`config.mk`:
```
export PLATFORM = sky130hd
export DESIGN_NAME = mwchk_match
export DESIGN_NICKNAME = d
export VERILOG_FILES = /design/src/rtl/mwchk_pkg.sv /design/src/rtl/mwchk_match.sv
export SDC_FILE = /design/constraint.sdc
export NUM_CORES = 1
export LEC_CHECK = 0
export ABC_AREA = 1
export ABC_CLOCK_PERIOD_IN_PS = 1240
export CORE_AREA = 2 2 130 132
export DETAILED_ROUTE_END_ITERATION = 10
export DIE_AREA = 0 0 132 134
export GPL_ROUTABILITY_DRIVEN = 1
export PLACE_DENSITY = 0.75
export REMOVE_ABC_BUFFERS = 1
export SETUP_SLACK_MARGIN = 0.1
export SLEW_MARGIN = 20
export SYNTH_ARGS = -nofsm -noshare
export SYNTH_HDL_FRONTEND = slang
export SYNTH_SLANG_ARGS = --single-unit
```
`constraint.sdc`:
```
create_clock -name vclk -period 1.24
set_input_delay 0.186 -clock vclk [all_inputs]
set_output_delay 0.186 -clock vclk [all_outputs]
set_load 0.005 [all_outputs]
```
`src/rtl/mwchk_pkg.sv`:
```
// mwchk_pkg: shared types and helpers for the mem_write_checker slice.
//   mwchk_state_t : checker FSM states
//   mwchk_fail_t  : failure codes as reported on fail_code
//   mwchk_cnt_w() : bit width of a counter/index that spans 0..n-1 (never below 1)
package mwchk_pkg;

  typedef enum logic [2:0] {
    ST_IDLE,
    ST_RUN,
    ST_PASS,
    ST_FAIL,
    ST_TIMEOUT
  } mwchk_state_t;

  typedef enum logic [1:0] {
    FAIL_NONE    = 2'd0,
    FAIL_UNEXP   = 2'd1,
    FAIL_TIMEOUT = 2'd2,
    FAIL_DUP     = 2'd3
  } mwchk_fail_t;

  function automatic int unsigned mwchk_cnt_w(input int unsigned n);
    return (n <= 1) ? 1 : $clog2(n);
  endfunction

endpackage

```
`src/rtl/mwchk_match.sv`:
```
// mwchk_match: combinational comparison of one store against the expected table.
// Ports:
//   i_addr/i_data           : store under evaluation
//   i_exp_addr/i_exp_data   : packed expected table, entry i at [i*W +: W]
//   i_seen                  : entries already matched
//   i_match_cnt             : number of matches so far (ordered-mode pointer)
//   o_hit                   : eligible entries equal to the store
//   o_dup                   : store equals an already-seen entry (unordered only)
//   o_hit_idx               : lowest index set in o_hit
module mwchk_match
  import mwchk_pkg::*;
#(
  parameter int unsigned ADDR_W  = 32,
  parameter int unsigned DATA_W  = 32,
  parameter int unsigned N_EXP   = 4,
  parameter bit          ORDERED = 1'b1,
  parameter int unsigned CNT_W   = $clog2(N_EXP + 1),
  parameter int unsigned IDX_W   = mwchk_cnt_w(N_EXP)
) (
  input  logic [ADDR_W-1:0]       i_addr,
  input  logic [DATA_W-1:0]       i_data,
  input  logic [N_EXP*ADDR_W-1:0] i_exp_addr,
  input  logic [N_EXP*DATA_W-1:0] i_exp_data,
  input  logic [N_EXP-1:0]        i_seen,
  input  logic [CNT_W-1:0]        i_match_cnt,
  output logic [N_EXP-1:0]        o_hit,
  output logic                    o_dup,
  output logic [IDX_W-1:0]        o_hit_idx
);

  logic [N_EXP-1:0] w_eq;
  logic [N_EXP-1:0] w_elig;
  logic             w_found;

  always_comb begin
    w_eq   = '0;
    w_elig = '0;
    for (int unsigned i = 0; i < N_EXP; i++) begin
      w_eq[i] = (i_addr == i_exp_addr[i*ADDR_W +: ADDR_W]) &&
                (i_data == i_exp_data[i*DATA_W +: DATA_W]);
      // Ordered mode: only the entry at the match pointer may be consumed.
      w_elig[i] = ORDERED ? (CNT_W'(i) == i_match_cnt) : !i_seen[i];
    end
  end

  assign o_hit = w_eq & w_elig;
  assign o_dup = !ORDERED && |(w_eq & i_seen);

  always_comb begin
    o_hit_idx = '0;
    w_found   = 1'b0;
    for (int unsigned i = 0; i < N_EXP; i++) begin
      if (o_hit[i] && !w_found) begin
        o_hit_idx = IDX_W'(i);
        w_found   = 1'b1;
      end
    end
  end

endmodule

```
==> summary.md, run 1 <==
| Metric | Value |
|---|---|
| Max IR drop VDD | `137 µV` |
| Row count | `47` |
| Initial antenna violation count | `6` |
| P&R area growth vs syn | `121%` |
| Final setup viols | `6` |
| Seq pwr share | `0` |
| Reg area | `0 µm²` |
| Final worst slack | `-0.421 ns` |
| Failing checks | `setup timing` |
| Hold WC Path Type | `in2out` |
| Library cells used by synthesis | `21` |
| Pin count of the biggest net entering global routing | `7` |
| Ratio of cells with drive above 1 in the final layout | `0.371` |
| Fin util | `0.565` |
| Sequential area share after synthesis | `0` |
| Clock Power Share | `0` |
| Crit Path Category | `in2out` |
| Grt total ovfl | `0` |
| Cell family with most CP delay | `simple AND/OR/NAND/NOR gates` |
| DRC viols | `0` |
| Yosys Warn Count | `0` |
| Hpwl dp | `~22000 µm` |
| CP required | `between 1 and 1.5 ns` |
| Core Area | `16300 µm²` |
| CP max stage delay | `0.24 ns` |
| Switching Power | `1.48 mW` |
| First-pass DRT Iterations | `5` |
| Setup crit start | `i_exp_addr[76]` |
| Cell-by-cell trace of the critical path | `dlygate4sd2_1, xor2_1, nor2_1, nand3_1, nor2_2, nand3_4, buf_6, nand2_4, buf_6` |
| WP buf/inv | `3` |
| Count of input and output buffers | `329` |
| DR WL/cell | `16.5 µm` |
| Most frequent CP cell | `buf_6` |
| Max-Cap Viols | `0` |
| Final wirelength | `about 26000 µm` |
| Hold Path Origin | `i_exp_addr[11]` |
| Status | `finished with violations` |
| Ports | `334` |
| Die Wd | `132 µm` |
| Startpoint types | `input pin` |
| Slew Limit Fails | `0` |
| Number of sequential cells | `0` |
| Chip height | `134 µm` |
| CP Capture Type | `output pin` |
| Die area | `17700 µm²` |
| Commonest non-fill, non-tap cells in the layout | `nand2_1 (345), inv_1 (126), dlygate4sd2_1 (120)` |
| DR vias/cell | `around 4.4` |
| Sw Share | `0.494` |
| NumNets Final | `1705` |
| 1st-iter DRT viols | `321` |
| Post-Syn Instances | `936` |
| Dpl cells | `1579` |
| Final period utilization | `1.34` |
| Syn Std Cell Area | `4160 µm²` |
| CP max stage cell | `dlygate4sd2_1` |
| Number of global-route vias before repair | `6856` |
| Critical Path AT | `roughly 1.5 ns` |
| Leakage | `5.26 nW` |
| Final hold vios | `0` |
| DRT antenna net count | `0` |
| Cts hold-fix bufs | `0` |
| Initial Util | `0.255` |
| Comb pwr share | `1.000` |
| Final Total Pwr | `between 2 and 3 mW` |
| Crit path max fanout | `2` |
| Most common cell after layout, fill and taps aside | `nand2_1` |
| Avg Inst Size Synth | `4.44 µm²` |
| Clkbuf count | `0` |
| RSZ-0062 raised after global routing | `true` |
| Minimum clock period | `1.66 ns` |
| Max Fclk | `602 MHz` |
| First-pass GRT wire length | `37000 µm` |
| Non-filler instance count after layout | `1602` |
| Power Dens Cells | `325 nW/µm²` |
| DR vias | `7091` |
| Final GP Congestion | `0.939` |
| P_int | `1.52 mW` |
| Total GRT Usage | `0.276` |
[timing repair]
action | CTS | global route
setup buffers | 16 | 2
pin swaps | 282 | 235
cloned | 0 | 0
gates resized for setup | 766 | 329
setup endpoints to repair | 6 | 6
[stage by stage]
step           setup TNS (ns)  hold slack [ns]  worst slack (ns)  area [µm²]
2_1_floorplan               0            0.605             0.187        4110
3_3_place_gp            -8.27             1.59             -1.51        8450
3_5_place_dp            -8.33             1.60             -1.51        8450
4_1_cts                 -2.68            0.997            -0.500        8720
5_1_grt                 -2.83            0.962            -0.509        9210
6_report                -2.34            0.919            -0.421        9210
[routing by layer]
metal / GRT usage / up-vias / share of wire
met5: 0 / - / 0.00053
met4: 0.106 / 2 / 0.038
met3: 0.0574 / 56 / 0.070
met2: 0.495 / 300 / 0.49
met1: 0.323 / 3124 / 0.40
li1: - / 3609 / -
[Yosys cell counts]
cell	n	area [µm²]
nor3_1	3	15.0
inv_1	151	567
clkbuf_2	5	25.0
nand4_1	1	6.26
o21ai_1	7	35.0
nand3_1	17	85.1
inv_2	27	101
o22ai_1	7	43.8
a21oi_1	1	5.00
a22o_1	1	8.76
conb_1	1	3.75
nor2_1	141	529
nand3_2	1	10.0
o2111ai_1	1	8.76
nand2_1	436	1640
o21ai_0	27	135
buf_2	1	5.00
xnor2_1	73	639
xor2_1	31	272
buf_4	2	15.0
nor2_2	2	12.5
[tightest hold or removal path, delay by kind of cell]
kind / cells / cell delay, ns
compound gates: 1 / 0.09
simple gates: 4 / 0.23
buf+inv: 2 / 0.23
[cell families after synthesis]
family / share of synthesized area
AOI/OAI and AO/OA: 0.0569
other: 0.000902
xor gates and xnor gates: 0.219
buffers and inverters: 0.171
and+or+nand+nor: 0.552
[power by group through the flow]
stage / Combinational (mW) / Sequential, mW / Clock [mW]
global route: 3.24 / 0 / 0.000000539
floorplan: 0.928 / 0 / 0
CTS: 2.76 / 0 / 0
global placement: 2.75 / 0 / 0
detailed placement: 2.77 / 0 / 0
finish: 3.00 / 0 / 0.000000648
[path summary, 6_finish.rpt]
path	cells past startpoint	endpoint	slack (ns)
max	9	o_hit_idx[1]	-0.42
min	7	o_hit[0]	0.92
[layout make-up]
| class | count | area (µm²) |
|---|---|---|
| Antenna cell | 6 | 15.0 |
| Fill cell | 1664 | 7080 |
| Inverter | 178 | 678 |
| Multi-Input combinational cell | 750 | 4420 |
| Tap cell | 220 | 275 |
| Timing Repair Buffer | 448 | 3820 |
No activity file was read; power rests on OpenSTA's default activity.
==> run 2, diff against run 1 <==
- MAX_ROUTING_LAYER: default -> met4
==> summary.md, run 2 (synthesized netlist as in run 1, its figures left out) <==
| Metric | Value |
|---|---|
| Final hold vios | `0` |
| CP required | `1.05 ns` |
| DRC viols | `0` |
| Die Wd | `132 µm` |
| DR vias/cell | `4.36` |
| DR WL/cell | `16.0 µm` |
| Dpl cells | `roughly 1600` |
| Commonest non-fill, non-tap cells in the layout | `nand2_1 (359), dlygate4sd2_1 (130), inv_1 (124)` |
| Cts hold-fix bufs | `0` |
| Final GP Congestion | `0.967` |
| DR vias | `roughly 7000` |
| Reg area | `0 µm²` |
| Startpoint types | `input pin` |
| P&R area growth vs syn | `115%` |
| Slew Limit Fails | `0` |
| Leakage | `about 5.1 nW` |
| First-pass GRT wire length | `between 30000 and 40000 µm` |
| Most common cell after layout, fill and taps aside | `nand2_1` |
| Critical Path AT | `1.49 ns` |
| Setup crit start | `i_exp_data[124]` |
| Count of input and output buffers | `~330` |
| WHS | `0.997 ns` |
| CP Capture Type | `output pin` |
| Core Area | `roughly 16000 µm²` |
| Seq pwr share | `0` |
| Max-Cap Viols | `0` |
| NumNets Final | `1700` |
| DRT antenna net count | `0` |
| Final setup viols | `6` |
| Pin count of the biggest net entering global routing | `7` |
| Place WS | `-1.54 ns` |
| Total negative slack | `-2.14 ns` |
| Comb pwr share | `1.000` |
| Final period utilization | `1.35` |
| Number of sequential cells | `0` |
| Final wirelength | `25600 µm` |
| Status | `finished with violations` |
| Fin util | `0.548` |
| Crit Path Category | `in2out` |
| Ports | `approximately 330` |
| Number of global-route vias before repair | `6783` |
| Die area | `about 18000 µm²` |
| Sw Share | `0.489` |
| Clkbuf count | `0` |
| RSZ-0062 raised after global routing | `true` |
| Failing checks | `setup timing` |
| Crit path max fanout | `3` |
| Ratio of cells with drive above 1 in the final layout | `0.341` |
| Final Cell Area | `8930 µm²` |
| Switching Power | `between 1 and 1.5 mW` |
| Worst Setup EP | `o_hit_idx[1]` |
| Max IR drop VDD | `152 µV` |
| Clock Power Share | `0` |
| Initial Util | `0.255` |
| Hold WC Path Type | `in2out` |
| 1st-iter DRT viols | `273` |
| Non-filler instance count after layout | `roughly 1600` |
| Row count | `between 40 and 50` |
| Initial antenna violation count | `5` |
| Grt total ovfl | `0` |
| Final Total Pwr | `2.89 mW` |
| Max Fclk | `598 MHz` |
| Dpl cell area | `about 8500 µm²` |
| Chip height | `134 µm` |
| First-pass DRT Iterations | `5` |
| Total GRT Usage | `0.282` |
| Final worst slack | `-0.432 ns` |
| Power Dens Cells | `324 nW/µm²` |
| Minimum clock period | `1.67 ns` |
| Hpwl dp | `22600 µm` |
| P_int | `1.48 mW` |
==> run 2: power by group through the flow <==
stage | registers [mW] | clock network, mW | logic [mW]
2_1_floorplan | 0 | 0 | 0.928
3_3_place_gp | 0 | 0 | 2.76
3_5_place_dp | 0 | 0 | 2.78
4_1_cts | 0 | 0 | 2.74
5_1_grt | 0 | 0.000000539 | 3.14
6_report | 0 | 0.000000647 | 2.89
==> run 2: timing repair <==
item / in CTS / in global routing
setup buffers: 9 / 2
gates resized for setup: 769 / 252
setup endpoints to repair: 6 / 6
pin swaps: 274 / 190
==> run 2: worst min-delay path by stage <==
stage / startpoint / end / slack, ns / cells past startpoint
2_1_floorplan: i_exp_addr[0] / o_hit[0] / 0.60 / 5
3_3_place_gp: i_exp_data[3] / o_hit[0] / 1.60 / 8
3_5_place_dp: i_exp_data[3] / o_hit[0] / 1.60 / 8
4_1_cts: i_addr[20] / o_hit[0] / 1.0 / 9
5_1_grt: i_exp_addr[3] / o_hit[0] / 1.03 / 7
6_report: i_addr[12] / o_hit[0] / 1.0 / 9
==> run 2: critical path: stages <==
cell and delay, ns:
dlygate4sd2_1 0.24, xor2_1 0.14, nor2_1 0.19, buf_4 0.16
nand3_4 0.07, nor2_4 0.14, nand3_4 0.10, buf_6 0.13
nand2_4 0.05, buf_6 0.09
==> run 2: routing by layer <==
| metal | part of all wire | GRT usage | routed length (µm) |
|---|---|---|---|
| met1 | 0.41 | 0.327 | 10500 |
| met2 | 0.50 | 0.511 | 12800 |
| met3 | 0.062 | 0.0393 | 1590 |
| met4 | 0.027 | 0.0719 | 686 |
| met5 | 0 | - | 0 |
==> run 2: area by class of cell <==
class | count | area [µm²]
Antenna cell | 6 | 15.0
Fill cell | 1717 | 7360
Inverter | 178 | 673
Multi-Input combinational cell | 750 | 4220
Tap cell | 220 | 275
Timing Repair Buffer | 443 | 3750
